[src/rtl/gol_generation_sequencer_if.sv]
// gol_generation_sequencer_if: control inputs and datapath/status outputs of the generation sequencer.
// The master side drives the controls; the slave side is the sequencer.
interface gol_generation_sequencer_if #(
   parameter int GRID_SIZE = 8,
   parameter int GEN_W = 16
);
   localparam int IDXW = $clog2(GRID_SIZE * GRID_SIZE);
   localparam int CW = $clog2(GRID_SIZE);
   logic pause, step, moveleft, moveright, moveup, movedown;
   logic [IDXW-1:0] cell_idx;
   logic cell_en, commit, updatesignal, controlsignal, paused, busy;
   logic [CW-1:0] cursor_x, cursor_y;
   logic [GEN_W-1:0] generation;
   modport master (
      output pause, step, moveleft, moveright, moveup, movedown,
      input cell_idx, cell_en, commit, updatesignal, controlsignal, cursor_x, cursor_y, paused, busy, generation
   );
   modport slave (
      input pause, step, moveleft, moveright, moveup, movedown,
      output cell_idx, cell_en, commit, updatesignal, controlsignal, cursor_x, cursor_y, paused, busy, generation
   );
endinterface

[src/rtl/gol_generation_sequencer.sv]
// gol_generation_sequencer: per-generation cell sweep, commit and update pulse; owns pause/step and edit cursor.
// Define GOL_SEQ_MOVE_HOLD_EN to hold cursor moves requested while busy until the sequencer returns to IDLE.
module gol_generation_sequencer #(
   parameter int GRID_SIZE = 8,
   parameter int GEN_PERIOD = 4,
   parameter int GEN_W = 16
) (
   input logic clk,
   input logic reset,
   gol_generation_sequencer_if.slave bus_if
);
   localparam int IDXW = $clog2(GRID_SIZE * GRID_SIZE);
   localparam int CW = $clog2(GRID_SIZE);
   localparam int PW = $clog2(GEN_PERIOD + 1);
   localparam logic [IDXW-1:0] LAST_IDX = IDXW'(GRID_SIZE * GRID_SIZE - 1);
   localparam logic [CW-1:0] MAX_C = CW'(GRID_SIZE - 1);
   localparam logic [PW-1:0] LAST_CNT = PW'(GEN_PERIOD - 1);
   typedef enum logic [1:0] {IDLE, SWEEP, COMMIT, NOTIFY} state_t;
   state_t state_q, state_d;
   logic [PW-1:0] cnt_q, cnt_d;
   logic [IDXW-1:0] idx_q, idx_d;
   logic [GEN_W-1:0] gen_q, gen_d;
   logic [CW-1:0] x_q, x_d, y_q, y_d;
   logic [5:0] lvl, lvl_q, rise;
   logic [3:0] pend_q, pend_d, move_e, req, grant;
   logic pause_e, step_e, paused_q, ctrl_q, ctrl_d, cell_en_q, commit_q, upd_q, busy_q;
   // level inputs packed as {pause, step, left, right, up, down}
   assign lvl = {bus_if.pause, bus_if.step, bus_if.moveleft, bus_if.moveright, bus_if.moveup, bus_if.movedown};
   assign rise = lvl & ~lvl_q;
   assign pause_e = rise[5];
   assign step_e = rise[4];
   assign move_e = rise[3:0];
   assign req = pend_q | move_e;
   assign grant = req[3] ? 4'b1000 : req[2] ? 4'b0100 : req[1] ? 4'b0010 : req[0] ? 4'b0001 : 4'b0000;
   always_comb begin
      state_d = state_q;
      cnt_d = cnt_q;
      idx_d = '0;
      gen_d = gen_q;
      x_d = x_q;
      y_d = y_q;
      ctrl_d = 1'b0;
`ifdef GOL_SEQ_MOVE_HOLD_EN
      pend_d = pend_q | move_e;
`else
      pend_d = pend_q;
`endif
      case (state_q)
         IDLE: begin
            // simultaneous move edges are queued so each direction is applied on its own cycle
            if (|req) begin
               ctrl_d = 1'b1;
               pend_d = req & ~grant;
               x_d = grant[3] ? (x_q == '0 ? MAX_C : x_q - 1'b1) : grant[2] ? (x_q == MAX_C ? '0 : x_q + 1'b1) : x_q;
               y_d = grant[1] ? (y_q == '0 ? MAX_C : y_q - 1'b1) : grant[0] ? (y_q == MAX_C ? '0 : y_q + 1'b1) : y_q;
            end else if (!paused_q && !pause_e) begin
               cnt_d = cnt_q == LAST_CNT ? '0 : cnt_q + 1'b1;
               state_d = cnt_q == LAST_CNT ? SWEEP : IDLE;
            end else if (paused_q && step_e && !pause_e) begin
               cnt_d = '0;
               state_d = SWEEP;
            end
         end
         SWEEP: begin
            idx_d = idx_q == LAST_IDX ? '0 : idx_q + 1'b1;
            state_d = idx_q == LAST_IDX ? COMMIT : SWEEP;
         end
         COMMIT: begin
            gen_d = gen_q + 1'b1;
            state_d = NOTIFY;
         end
         default: state_d = IDLE;
      endcase
   end
   always_ff @(posedge clk) begin
      if (reset) begin
         state_q <= IDLE;
         cnt_q <= '0;
         idx_q <= '0;
         gen_q <= '0;
         x_q <= '0;
         y_q <= '0;
         lvl_q <= '0;
         pend_q <= '0;
         paused_q <= 1'b0;
         ctrl_q <= 1'b0;
         cell_en_q <= 1'b0;
         commit_q <= 1'b0;
         upd_q <= 1'b0;
         busy_q <= 1'b0;
      end else begin
         state_q <= state_d;
         cnt_q <= cnt_d;
         idx_q <= idx_d;
         gen_q <= gen_d;
         x_q <= x_d;
         y_q <= y_d;
         lvl_q <= lvl;
         pend_q <= pend_d;
         paused_q <= paused_q ^ pause_e;
         ctrl_q <= ctrl_d;
         cell_en_q <= state_d == SWEEP;
         commit_q <= state_d == COMMIT;
         upd_q <= state_d == NOTIFY;
         busy_q <= state_d != IDLE;
      end
   end
   assign bus_if.cell_idx = idx_q;
   assign bus_if.cell_en = cell_en_q;
   assign bus_if.commit = commit_q;
   assign bus_if.updatesignal = upd_q;
   assign bus_if.controlsignal = ctrl_q;
   assign bus_if.cursor_x = x_q;
   assign bus_if.cursor_y = y_q;
   assign bus_if.paused = paused_q;
   assign bus_if.busy = busy_q;
   assign bus_if.generation = gen_q;
endmodule

[src/flat_wrapper.sv]
// flat-port wrapper written by rule: the top's interface ports become plain ports
module gol_generation_sequencer_flat 
#(
   parameter int GRID_SIZE = 8,
   parameter int GEN_PERIOD = 4,
   parameter int GEN_W = 16
)
  (clk, reset, bus_if_pause, bus_if_step, bus_if_moveleft, bus_if_moveright, bus_if_moveup, bus_if_movedown, bus_if_cell_idx, bus_if_cell_en, bus_if_commit, bus_if_updatesignal, bus_if_controlsignal, bus_if_cursor_x, bus_if_cursor_y, bus_if_paused, bus_if_busy, bus_if_generation);
  gol_generation_sequencer_if #(.GRID_SIZE(GRID_SIZE), .GEN_W(GEN_W)) bus_if_i ();
  input logic clk;
  input logic reset;
  input wire logic [$bits(bus_if_i.pause)-1:0] bus_if_pause;
  input wire logic [$bits(bus_if_i.step)-1:0] bus_if_step;
  input wire logic [$bits(bus_if_i.moveleft)-1:0] bus_if_moveleft;
  input wire logic [$bits(bus_if_i.moveright)-1:0] bus_if_moveright;
  input wire logic [$bits(bus_if_i.moveup)-1:0] bus_if_moveup;
  input wire logic [$bits(bus_if_i.movedown)-1:0] bus_if_movedown;
  output wire logic [$bits(bus_if_i.cell_idx)-1:0] bus_if_cell_idx;
  output wire logic [$bits(bus_if_i.cell_en)-1:0] bus_if_cell_en;
  output wire logic [$bits(bus_if_i.commit)-1:0] bus_if_commit;
  output wire logic [$bits(bus_if_i.updatesignal)-1:0] bus_if_updatesignal;
  output wire logic [$bits(bus_if_i.controlsignal)-1:0] bus_if_controlsignal;
  output wire logic [$bits(bus_if_i.cursor_x)-1:0] bus_if_cursor_x;
  output wire logic [$bits(bus_if_i.cursor_y)-1:0] bus_if_cursor_y;
  output wire logic [$bits(bus_if_i.paused)-1:0] bus_if_paused;
  output wire logic [$bits(bus_if_i.busy)-1:0] bus_if_busy;
  output wire logic [$bits(bus_if_i.generation)-1:0] bus_if_generation;
  assign bus_if_i.pause = bus_if_pause;
  assign bus_if_i.step = bus_if_step;
  assign bus_if_i.moveleft = bus_if_moveleft;
  assign bus_if_i.moveright = bus_if_moveright;
  assign bus_if_i.moveup = bus_if_moveup;
  assign bus_if_i.movedown = bus_if_movedown;
  assign bus_if_cell_idx = bus_if_i.cell_idx;
  assign bus_if_cell_en = bus_if_i.cell_en;
  assign bus_if_commit = bus_if_i.commit;
  assign bus_if_updatesignal = bus_if_i.updatesignal;
  assign bus_if_controlsignal = bus_if_i.controlsignal;
  assign bus_if_cursor_x = bus_if_i.cursor_x;
  assign bus_if_cursor_y = bus_if_i.cursor_y;
  assign bus_if_paused = bus_if_i.paused;
  assign bus_if_busy = bus_if_i.busy;
  assign bus_if_generation = bus_if_i.generation;
  gol_generation_sequencer #(.GRID_SIZE(GRID_SIZE), .GEN_PERIOD(GEN_PERIOD), .GEN_W(GEN_W)) u_core (.clk(clk), .reset(reset), .bus_if(bus_if_i));
endmodule
[config.mk]
export PLATFORM = sky130hd
export DESIGN_NAME = gol_generation_sequencer_flat
export DESIGN_NICKNAME = d
export VERILOG_FILES = /design/src/rtl/gol_generation_sequencer_if.sv /design/src/rtl/gol_generation_sequencer.sv /design/src/flat_wrapper.sv
export SDC_FILE = /design/constraint.sdc
export NUM_CORES = 1
export LEC_CHECK = 0
export CELL_PAD_IN_SITES_DETAIL_PLACEMENT = 1
export CELL_PAD_IN_SITES_GLOBAL_PLACEMENT = 1
export CORE_MARGIN = 2
export CORE_UTILIZATION = 25
export CTS_CLUSTER_SIZE = 24
export DETAILED_ROUTE_END_ITERATION = 8
export PLACE_DENSITY_LB_ADDON = 0.05
export SLEW_MARGIN = 20
export SYNTH_ARGS = -nofsm -noshare
export SYNTH_HDL_FRONTEND = slang
export SYNTH_SLANG_ARGS = --single-unit
[constraint.sdc]
create_clock -name clk -period 2.6 [get_ports clk]
set_input_delay 0.52 -clock clk [delete_from_list [all_inputs] [get_ports clk]]
set_output_delay 0.52 -clock clk [all_outputs]
set_load 0.05 [all_outputs]
**Yosys cells after proc, flatten, opt, wreduce, memory -nomap -nowiden**

Index checks and enable logic that the tools add are counted.

- Register bits: 49
- Input bits: 8
- Output and inout bits: 34
- Word-level logic and storage cells: 80

- Add/subtract/negate cells: 7
- Equal/unequal tests: 9
- Multiplexer cells: 22
- Bitwise gates (word level): 9
- Reductions and logical operators: 19

Operator list:

| kind | number |
|---|---|
| $mux 3 | 11 |
| $add 16x1->16 const B | 1 |
| $mux 4 | 3 |
| $add 3x1->3 const B | 3 |
| $reduce_and 3->1 | 3 |
| $mux 2 | 4 |
| $reduce_bool 2->1 | 4 |
| $add 6x1->6 const B | 1 |
| $and 6x6->6 | 1 |
| $eq 2x2->1 const B | 3 |
| $eq 3x3->1 const B | 2 |
| $eq 6x6->1 const B | 1 |
| $logic_not 3->1 | 2 |
| $not 6->6 | 1 |
| $pmux 2 s3 | 1 |
| $sub 3x1->3 const B | 2 |
| $and 4x4->4 | 1 |
| $eq 2x1->1 const B | 2 |
| $not 4->4 | 1 |
| $or 4x4->4 | 1 |
| $reduce_or 4->1 | 1 |
| $eq 3x2->1 const B | 1 |
| $logic_and 1x1->1 | 3 |
| $mux 1 | 3 |
| other kinds (7) | 10 |

**Logic depth before layout (Yosys ltp)**

Gate-level depths: netlist (run 1).

- Depth in word-level cells: 9
- Gate-level depth with buffers: 6
- Mapped depth without buffers: 6

**Worst setup path before layout (run 1)**

Ideal clock, no wire load.

- Kind: reg-to-reg
- Start point: register u_core.y_q[0] (netlist: u_core.bus_if.cursor_y[0])
- End point: register u_core.y_q[1] (netlist: u_core.bus_if.cursor_y[1])
- Setup time: 0.146 ns
- Data arrival time: 1.725 ns
- Required time: 2.454 ns
- Setup slack: 0.730 ns
- Stages on the path, launching flop included: 6
- Buffers on the path: 0
- Period minus slack after synthesis: 1.870 ns
- Cell sequence: dfxtp_1 > inv_1 > ha_1 > nor2b_1 > a2111oi_0 > a221oi_2

- Cells in the longest elaborated chain, start to end: 4
- Elaborated cells on any way between the ends: 8
- Those cells by class: add/sub: 2; eq/ne: 1; mux: 4; reduce/logical: 1

RTL lines:

| element | RTL line | RTL |
|---|---|---|
| from (decl) | gol_generation_sequencer.sv:23 | `logic [CW-1:0] x_q, x_d, y_q, y_d;` |
| from (signal assigned) | gol_generation_sequencer.sv:97 | `y_q <= y_d;` |
| $add 3x1->3 or $eq 3x3->1 (tied branches) | gol_generation_sequencer.sv:55 | `y_d = grant[1] ? (y_q == '0 ? MAX_C : y_q - 1'b1) : grant[0] ? (y_q == MAX_C ? '0 : y_q + 1'b1) : y_q;` |
| $mux 3 (2 in a row) | gol_generation_sequencer.sv:55 |  |
| $mux 3 (*) | gol_generation_sequencer.sv:55 |  |

Mark *: on every way between the ends. The rest lies on a longest branch, timed or not. The select of a mux whose other input is x is not followed.
A chain may end at the register's enable or synchronous reset.

**Final worst setup path (run 1)**

- Start point: register u_core.gen_q[9] (netlist: u_core.bus_if.generation[9])
- End point: output bus_if_generation[9]

RTL lines:

| element | RTL line | RTL |
|---|---|---|
| from (decl) | gol_generation_sequencer.sv:22 | `logic [GEN_W-1:0] gen_q, gen_d;` |
| from (signal assigned) | gol_generation_sequencer.sv:95 | `gen_q <= gen_d;` |
| to (decl) | flat_wrapper.sv:27 | `output wire logic [$bits(bus_if_i.generation)-1:0] bus_if_generation;` |

No word-level cell between the ends.

==> results of run 1 <==
cells by family after synthesis:
family | synth area share
AND/OR/NAND/NOR | 0.269
buffers and inverters | 0.0344
adder cells (fa/ha/maj) | 0.0665
AO/OA/AOI/OAI | 0.142
XOR/XNOR | 0.0543
flip-flops | 0.425
multiplexers | 0.00886
sequential cells by signal, summed over array words and instances (netlist names):
name / flops
u_core.bus_if.paused: 1
u_core.cnt_q: 3
u_core.lvl_q: 6
u_core.state_q: 2
u_core.pend_q: 3
u_core.bus_if.cursor_y: 3
u_core.bus_if.cell_idx: 6
u_core.bus_if.cell_en: 1
u_core.bus_if.cursor_x: 3
u_core.bus_if.updatesignal: 1
u_core.bus_if.commit: 1
u_core.bus_if.controlsignal: 1
u_core.bus_if.busy: 1
u_core.bus_if.generation: 16
layout make-up:
type	count	area share
clock buffer	5	0.0237
clock inverter	3	0.0160
inverter	10	0.0129
multi-input combinational	179	0.420
sequential	48	0.331
tap	108	0.0466
timing repair buffer	44	0.149
layer usage:
layer | up-vias | track usage
li1 | 962 | -
met1 | 906 | 0.157
met2 | 30 | 0.192
met3 | 5 | 0.0248
met4 | 0 | 0.0348
met5 | - | 0
worst max path at each step:
stage	start	to	slack, ns	cells past startpoint
finish	u_core.bus_if.generation[9]	bus_if_generation[9]	0.45	1
global route	u_core.bus_if.generation[5]	bus_if_generation[5]	0.38	1
CTS	u_core.bus_if.generation[9]	bus_if_generation[9]	0.42	1
detailed placement	bus_if_moveup	u_core.bus_if.cursor_y[1]	0.32	5
global placement	bus_if_moveup	u_core.bus_if.cursor_y[1]	0.32	5
floorplan	u_core.bus_if.cursor_y[0]	u_core.bus_if.cursor_y[1]	0.73	5
where the power goes:
part	internal [mW]	switching, mW	total, mW
Combinational	0.103	0.149	0.251
Clock	0.290	0.275	0.565
Sequential	0.759	0.0247	0.784
cells in the final DEF, fill, tap and decap left out, types with 10 or more instances in the layout:
| master | count |
|---|---|
| sky130_fd_sc_hd__dfxtp_1 | 48 |
| sky130_fd_sc_hd__a21oi_1 | 16 |
| sky130_fd_sc_hd__nand2_1 | 14 |
| sky130_fd_sc_hd__nor2_1 | 24 |
| sky130_fd_sc_hd__ha_1 | 12 |
| sky130_fd_sc_hd__inv_1 | 10 |
| sky130_fd_sc_hd__nor2b_1 | 14 |
| sky130_fd_sc_hd__clkdlybuf4s50_1 | 41 |
| sky130_fd_sc_hd__nand3_1 | 11 |
==> parameters.txt, run 1 <==
Parameter                              Value

Logic synthesis
  Largest area contributor in the netlist    sky130_fd_sc_hd__dfxtp_1
  Leading cell types by count after synthesis    sky130_fd_sc_hd__dfxtp_1, sky130_fd_sc_hd__nor2_1, sky130_fd_sc_hd__a21oi_1
  Main synth FF type    sky130_fd_sc_hd__dfxtp_1
  Async set-or-reset flop fraction in the synthesized netlist    0
  Yosys warns    0
  Net Count, Synth    267
  Most frequent cell after synthesis    sky130_fd_sc_hd__dfxtp_1
  Largest cells by area after synthesis    sky130_fd_sc_hd__dfxtp_1, sky130_fd_sc_hd__ha_1, sky130_fd_sc_hd__nor2_1, sky130_fd_sc_hd__nor2b_1, sky130_fd_sc_hd__a21oi_1
  Synthesized flop and latch total    48
  Post-synthesis area per instance    9.14 µm²
  Count of mapped cells out of synthesis    247
  Number of enable-type register cells in the synthesized netlist    0
  Portion of the post-synthesis area used by sequential elements    0.425
  Proportion of netlist area held by the largest area contributor    0.425
  Number of distinct library cells after synthesis    51
  Total standard cell area after synthesis    2260 µm²

Clock tree
  Root Buffer Master    sky130_fd_sc_hd__clkbuf_8
  Post-CTS Resized    0
  Clock tree buffer depth    2
  Buffer count from post-CTS setup fixing    0
  Clock slew seen by the registers of the worst setup and hold paths    about 0.1 ns
  CTS tree    done
  TritonCTS buffer count    5
  Insertion delay to the later sink of the worst-skew pair    0.30 ns
  Hold_buf cts    0
  # H-tree levels    2
  TritonCTS sink count    48

Placement
  Placed insts    just under 400
  Worst slack at placement    roughly 0.32 ns
  Weighted congestion reported at the end of routability-driven placement    0.715
  Post-detail-place hpwl    roughly 4.1 mm
  Port bufs    41
  Area post-placement    2790 µm²

Routing
  M1 WL    2.75 mm
  Vias    1903
  Post-detailed-route DRC marker count    0
  Antenna Violating Nets Remaining    0
  Routed length on met3    ~190 µm
  Highest signal layer in the routed design    met4
  Starting DRT DRC Count    21
  DR pass1 iterations    4
  Via-per-instance ratio    about 4.8
  Post-Route WL    5.65 mm
  Met2 wire len    2.66 mm
  Routed wirelength normalized by instance count    around 14 µm

Cells and area
  # fillers    1012
  Area of combinational cells with multiple inputs    1220 µm²
  Final nets    about 310
  Area growth, synth to finish    28.5%
  Post-Route Utilization    0.333
  Share of post-route cells with drive strength above 1    0.0761
  Cell Count, Final, Fillers Out    between 300 and 400
  FF+latch area    961 µm²
  Final standard cell area without fillers    ~2900 µm²
  Diode insertion count for antenna repair    0

Timing
  Final hold violations    0
  Final setup vio count    0
  Final period demand of the worst path    2.15 ns
  Accumulated negative setup slack    0 ns
  Unrepaired setup endpoints after global routing    no
  F_max    0.464 GHz
  Final period util    0.828
  Fin. max-slew vios    0
  Post-Route Skew    around 0.0067 ns
  Final hold slack    0.462 ns
  Actual transition at the worst max-transition pin    0.544 ns
  Final critical-path setup slack    0.446 ns
  Max transition margin    0.636

Worst setup path
  Cell Chain, Critical Path    clkdlybuf4s50_1
  Top fanout value on the critical path    7
  Crit Path Class    register to primary output
  Worst r2r path cells    4
  Worst path max stage delay    between 0.8 and 0.9 ns
  Buffers plus inverters on the worst setup path    1
  Endpoint kind of the worst setup timing path    primary output
  Critical R2R Launch    u_core.state_q[1]
  Required time reported for the critical path endpoint    2.08 ns
  Capture instance of the worst register-to-register path    u_core.bus_if.generation[15]
  Slowest stage cell on the critical path    sky130_fd_sc_hd__clkdlybuf4s50_1
  Crit-path leading delay family    buffers and inverters
  Crit path launch type    register
  Signal arrival time at the worst endpoint    1.63 ns
  Worst reg2reg setup slack    0.90 ns

Power and ir drop
  Worst supply voltage drop on vdd    0.277 mV
  Areal power density over the cells    552 nW/µm²
  Leakage power    1.04 nW
  Power, Total    1.60 mW

Floorplanning
  Horiz. Die Dim    99.0 µm
  Number of placement rows    34
  Die ar.    9810 µm²
  Core Box Area    8720 µm²
  Effective utilization at floorplan    0.259
  DIE HEIGHT    99.0 µm
  Number of top-level pins    42

Min path
  Worst hold start    u_core.cnt_q[2]
  Number of instances on the worst hold path    2
  Destination of the worst hold path    u_core.cnt_q[2]
  Class of the tightest hold or removal check    register to register

Global routing
  Via count of the first global-routing pass    just under 2000
  Maximum number of pins on one net before global-route repair    19
  Overall track demand over capacity in global routing    0.118
  Aggregate global routing overflow    0
  Wire length of the first global-routing pass    approximately 9.5 mm
  Initial antenna violation count    0

Flow run
  Number of max-capacitance violations reported    0

Run status
  Result of the run    finished, final reports clean
Note: power is estimated with default switching activity, not from simulation.
==> inputs of run 2 (changes only) <==
Clock period 2.6 ns to 2.2 ns, I/O delays scaled along.
==> run 2 against run 1 <==
Effect of this change:
- final area increased by 1.3%
- clock power grew 32%
- die area did not move
- first-iteration DRC count up 90%
- non-clock buffer count grew 3
- global-route usage is 0.66 points higher
- hold slack worse by 0.0034 ns
- clock skew is 0.0011 ns higher
- critical endpoint unchanged
- largest power group unchanged
- setup slack lost 0.32 ns
- critical path type unchanged
==> parameters.txt, run 2 (same netlist as run 1, synthesis figures left out) <==
Parameter                              Value

Floorplanning
  Horiz. Die Dim    99.0 µm
  Effective utilization at floorplan    0.259
  Number of top-level pins    42
  DIE HEIGHT    99.0 µm
  Die ar.    9810 µm²
  Core Box Area    8720 µm²
  Number of placement rows    34

Cells and area
  Final standard cell area without fillers    slightly below 3000 µm²
  Final nets    about 310
  Max reg flops    16
  Most common cell after layout, fill and taps aside    sky130_fd_sc_hd__dfxtp_1
  Share of post-route cells with drive strength above 1    0.0825
  Most frequent cells in the layout    sky130_fd_sc_hd__dfxtp_1, sky130_fd_sc_hd__clkdlybuf4s50_1, sky130_fd_sc_hd__nor2_1, sky130_fd_sc_hd__a21oi_1
  Cell Count, Final, Fillers Out    399
  Area growth, synth to finish    30.1%
  Post-Route Utilization    0.337
  Diode insertion count for antenna repair    0

Clock tree
  Clock tree buffer depth    2
  Root Buffer Master    sky130_fd_sc_hd__clkbuf_8
  Post-CTS Resized    0
  Clock slew seen by the registers of the worst setup and hold paths    0.09 ns
  TritonCTS sink count    48
  # H-tree levels    2
  Hold_buf cts    0
  TritonCTS buffer count    5
  Insertion delay to the later sink of the worst-skew pair    0.30 ns
  Buffer count from post-CTS setup fixing    0
  CTS tree    done

Worst setup path
  Required time reported for the critical path endpoint    1.76 ns
  Critical R2R Launch    u_core.state_q[1]
  Crit-path leading delay family    buffers and inverters
  Worst reg2reg setup slack    between 0.5 and 0.6 ns
  Top fanout value on the critical path    7
  Capture instance of the worst register-to-register path    u_core.bus_if.generation[15]
  Buffers plus inverters on the worst setup path    1
  Crit Path Class    register to primary output
  Signal arrival time at the worst endpoint    1.64 ns
  Crit path launch type    register
  Worst r2r path cells    4
  Cell Chain, Critical Path    clkdlybuf4s50_1
  Slowest stage cell on the critical path    sky130_fd_sc_hd__clkdlybuf4s50_1
  Endpoint kind of the worst setup timing path    primary output
  Worst path max stage delay    about 0.86 ns

Timing
  Final period util    0.943
  Accumulated negative setup slack    0 ns
  Unrepaired setup endpoints after global routing    no
  F_max    0.482 GHz
  Max transition margin    0.641
  Final hold slack    about 0.46 ns
  Actual transition at the worst max-transition pin    between 0.5 and 0.6 ns
  Final setup vio count    0
  Fin. max-slew vios    0
  Post-Route Skew    0.00776 ns
  Final hold violations    0
  Final period demand of the worst path    2.08 ns
  Final critical-path setup slack    0.125 ns

Power and ir drop
  Worst supply voltage drop on vdd    roughly 0.28 mV
  Power, Total    roughly 2.0 mW
  Leakage power    1.07 nW
  Areal power density over the cells    671 nW/µm²

Placement
  Weighted congestion reported at the end of routability-driven placement    0.719
  Port bufs    roughly 40
  Worst slack at placement    -0.0128 ns
  Area post-placement    2810 µm²
  Post-detail-place hpwl    between 4 and 5 mm
  Placed insts    392

Min path
  Class of the tightest hold or removal check    register to register
  Destination of the worst hold path    u_core.cnt_q[2]
  Number of instances on the worst hold path    2
  Worst hold start    u_core.cnt_q[2]

Global routing
  Initial antenna violation count    0
  Via count of the first global-routing pass    ~2000
  Overall track demand over capacity in global routing    0.125
  Wire length of the first global-routing pass    9.91 mm
  Maximum number of pins on one net before global-route repair    19
  Aggregate global routing overflow    0

Routing
  DR pass1 iterations    4
  Vias    roughly 1900
  Routed wirelength normalized by instance count    between 10 and 15 µm
  Post-detailed-route DRC marker count    0
  Antenna Violating Nets Remaining    0
  Via-per-instance ratio    4.81
  Starting DRT DRC Count    40
  Post-Route WL    5.64 mm

Flow run
  Number of max-capacitance violations reported    0

Run status
  Result of the run    finished, final reports clean
==> run 2: cell types whose count changed in the layout (fill, tap and decap cells not counted) <==
cell,change
sky130_fd_sc_hd__clkinvlp_4,-1
sky130_fd_sc_hd__buf_4,+3
sky130_fd_sc_hd__inv_6,-1
sky130_fd_sc_hd__bufinv_16,+1
==> run 2: worst max-delay path by stage <==
stage / cells past startpoint / start / slack [ns] / endpoint
5_1_grt: 1 / u_core.bus_if.generation[9] / 0.04 / bus_if_generation[9]
3_5_place_dp: 5 / bus_if_moveup / -0.01 / u_core.bus_if.cursor_y[1]
2_1_floorplan: 5 / u_core.bus_if.cursor_y[0] / 0.33 / u_core.bus_if.cursor_y[1]
4_1_cts: 1 / u_core.bus_if.generation[9] / 0.1 / bus_if_generation[9]
6_report: 1 / u_core.bus_if.generation[9] / 0.12 / bus_if_generation[9]
3_3_place_gp: 5 / bus_if_moveup / 0.008 / u_core.bus_if.cursor_y[1]
==> run 2: report_power, final <==
part           total [mW]  switching [mW]  internal (mW)
clock network       0.746           0.299          0.448
registers           0.926          0.0290          0.897
logic               0.299           0.175          0.123
total                1.97           0.503           1.47
==> run 2: final cells by class <==
type,instances,area [µm²]
Fill cell,1017,5780
Multi-Input combinational cell,179,1220
Sequential cell,48,961
Timing Repair Buffer,47,455
Tap cell,108,135
Clock buffer,5,68.8
Clock inverter,2,60.1
Inverter,10,37.5
==> run 2: routing by layer <==
layer  share of wire  global-route usage
met4          0.0094              0.0316
met2            0.47               0.203
met5               0                   0
met3           0.025              0.0255
met1            0.49               0.169
==> inputs of run 3 (changes only) <==
Settings changed: ABC_AREA set to 1.
==> run 3 against run 2 <==
Effect of this change:
- sequential cell count stayed put
- global-route usage increased by 0.46 points
- via count rose by 12%
- hold slack improved by 0.018 ns
- count of clock-buffer cells in the layout unchanged
- setup slack improved by 0.022 ns
- core utilization is 0.30 points lower
- register-to-register slack improved by 0.16 ns
- routed wire length increased by 9.8%
- clock skew is essentially flat
- critical endpoint is now bus_if_generation[4]
- largest power group unchanged
==> parameters.txt, run 3 <==
Parameter                              Value

Global routing
  Maximum number of pins on one net before global-route repair    23
  Wire length of the first global-routing pass    10.5 mm
  Overall track demand over capacity in global routing    0.129
  Via count of the first global-routing pass    2186
  Initial antenna violation count    0
  Aggregate global routing overflow    0

Routing
  Via-per-instance ratio    4.37
  Antenna Violating Nets Remaining    0
  DR pass1 iterations    4
  Starting DRT DRC Count    37
  Routed wirelength normalized by instance count    12.6 µm
  Vias    2147
  Post-detailed-route DRC marker count    0
  Post-Route WL    about 6.2 mm

Cells and area
  Max reg flops    16
  Most common cell after layout, fill and taps aside    sky130_fd_sc_hd__nand2_1
  Post-Route Utilization    0.334
  Share of post-route cells with drive strength above 1    0.0816
  Final nets    399
  Final standard cell area without fillers    3060 µm²
  Area growth, synth to finish    31.2%
  Cell Count, Final, Fillers Out    491
  Most frequent cells in the layout    sky130_fd_sc_hd__nand2_1, sky130_fd_sc_hd__inv_1, sky130_fd_sc_hd__dfxtp_1, sky130_fd_sc_hd__nor2_1, sky130_fd_sc_hd__clkdlybuf4s50_1
  # fillers    1123
  Diode insertion count for antenna repair    0

Power and ir drop
  Internal power    between 1.5 and 2 mW
  Switching share of power    0.258
  Fraction of power consumed by the clock network    0.419
  Areal power density over the cells    696 nW/µm²
  Proportion of power drawn by combinational gates    0.147
  Leakage power    1.28 nW
  Sequential Power Share    0.434
  Switching power    approximately 0.55 mW
  Worst supply voltage drop on vdd    0.252 mV
  Power, Total    ~2.1 mW

Clock tree
  # H-tree levels    2
  Clock tree buffer depth    2
  Hold_buf cts    0
  TritonCTS sink count    48
  Insertion delay to the later sink of the worst-skew pair    0.30 ns
  Root Buffer Master    sky130_fd_sc_hd__clkbuf_8
  Clock slew seen by the registers of the worst setup and hold paths    0.10 ns
  Buffer count from post-CTS setup fixing    0
  TritonCTS buffer count    5
  CTS tree    done
  Post-CTS Resized    0

Floorplanning
  Effective utilization at floorplan    0.254
  Number of top-level pins    42
  DIE HEIGHT    about 100 µm
  Die ar.    10100 µm²
  Core Box Area    9150 µm²
  Horiz. Die Dim    101 µm
  Number of placement rows    35

Worst setup path
  Crit path launch type    register
  Signal arrival time at the worst endpoint    roughly 1.6 ns
  Endpoint kind of the worst setup timing path    primary output
  Worst path max stage delay    0.85 ns
  Cell Chain, Critical Path    clkdlybuf4s50_1
  Top fanout value on the critical path    6
  Buffers plus inverters on the worst setup path    1
  Crit Path Class    register to primary output
  Crit-path leading delay family    buffers and inverters
  Required time reported for the critical path endpoint    1.76 ns
  Slowest stage cell on the critical path    sky130_fd_sc_hd__clkdlybuf4s50_1

Timing
  Accumulated negative setup slack    0 ns
  Fin. max-slew vios    0
  Unrepaired setup endpoints after global routing    no
  Post-Route Skew    just under 0.008 ns
  F_max    ~0.49 GHz
  Final hold violations    0
  Final hold slack    0.476 ns
  Final setup vio count    0
  Final period demand of the worst path    2.05 ns
  Max transition margin    0.664
  Final period util    0.933
  Actual transition at the worst max-transition pin    0.503 ns
  Final critical-path setup slack    about 0.15 ns

Placement
  Port bufs    between 40 and 50
  Placed insts    roughly 480
  Weighted congestion reported at the end of routability-driven placement    just under 0.8
  Worst slack at placement    a little over 0.3 ns
  Post-detail-place hpwl    4.65 mm
  Area post-placement    about 2900 µm²

Logic synthesis
  Main synth FF type    sky130_fd_sc_hd__dfxtp_1
  Yosys warns    0
  Number of distinct library cells after synthesis    28
  Most frequent cell after synthesis    sky130_fd_sc_hd__nand2_1
  Proportion of netlist area held by the largest area contributor    0.413
  Net Count, Synth    350
  Largest cells by area after synthesis    sky130_fd_sc_hd__dfxtp_1, sky130_fd_sc_hd__nand2_1, sky130_fd_sc_hd__inv_1, sky130_fd_sc_hd__nor2_1, sky130_fd_sc_hd__ha_1
  Synthesized flop and latch total    48
  Post-synthesis area per instance    between 7 and 8 µm²
  Count of mapped cells out of synthesis    330
  Async set-or-reset flop fraction in the synthesized netlist    0
  Largest area contributor in the netlist    sky130_fd_sc_hd__dfxtp_1
  Portion of the post-synthesis area used by sequential elements    0.413
  Leading cell types by count after synthesis    sky130_fd_sc_hd__nand2_1, sky130_fd_sc_hd__dfxtp_1, sky130_fd_sc_hd__inv_1
  Number of enable-type register cells in the synthesized netlist    0
  Total standard cell area after synthesis    2330 µm²

Min path
  Class of the tightest hold or removal check    register to register

Flow run
  Number of max-capacitance violations reported    0

Run status
  Result of the run    finished, final reports clean
==> run 3: cell count changes in the layout (fill, tap and decap cells not counted), sizes merged, moves of 7 or more <==
| cell | change |
|---|---|
| inv | +41 |
| xnor2 | -7 |
| nor2b | -16 |
| nand2 | +69 |
| o21ai | +8 |
| a21oi | +12 |
| nor2 | +26 |
==> run 3: final cells by class <==
type	count	area, µm²	area share
Multi-Input combinational cell	227	1160	0.380
Sequential cell	48	961	0.314
Timing Repair Buffer	45	440	0.144
Inverter	52	195	0.0639
Tap cell	111	139	0.0455
Clock inverter	3	90.1	0.0295
Clock buffer	5	68.8	0.0225
==> run 3: power groups by stage <==
stage	Sequential [mW]	Clock [mW]	Combinational (mW)
floorplan	1.00	0	0.150
global placement	0.943	0	0.318
detailed placement	0.943	0	0.316
CTS	0.923	0.927	0.317
global route	0.928	0.958	0.351
finish	0.922	0.892	0.312
==> run 3: logic make-up after synthesis <==
group,count (synthesis),share of synthesized area
AOI/OAI and AO/OA,49,0.114
xor gates and xnor gates,2,0.00752
adders and majority gates,12,0.0645
buffers and inverters,55,0.0887
DFF,48,0.413
and+or+nand+nor,164,0.312
==> run 3: metal layers <==
metal	track usage	part of all wire
met2	0.215	0.45
met1	0.173	0.51
met3	0.0243	0.027
met4	0.0316	0.0061
met5	0	0
==> run 3: tightest hold or removal path, stage by stage, from the launching register on <==
cell	delay, ns
sky130_fd_sc_hd__dfxtp_1	0.33
sky130_fd_sc_hd__nand2_1	0.06
sky130_fd_sc_hd__a21oi_1	0.05
==> run 3: worst paths after layout <==
kind,startpoint,end,slack (ns),depth (start not counted)
max,u_core.bus_if.generation[4],bus_if_generation[4],0.15,1
min,u_core.cnt_q[1],u_core.cnt_q[1],0.48,2
max reg2reg,u_core.bus_if.generation[0],u_core.bus_if.generation[14],0.68,8
min reg2reg,u_core.cnt_q[1],u_core.cnt_q[1],0.48,2
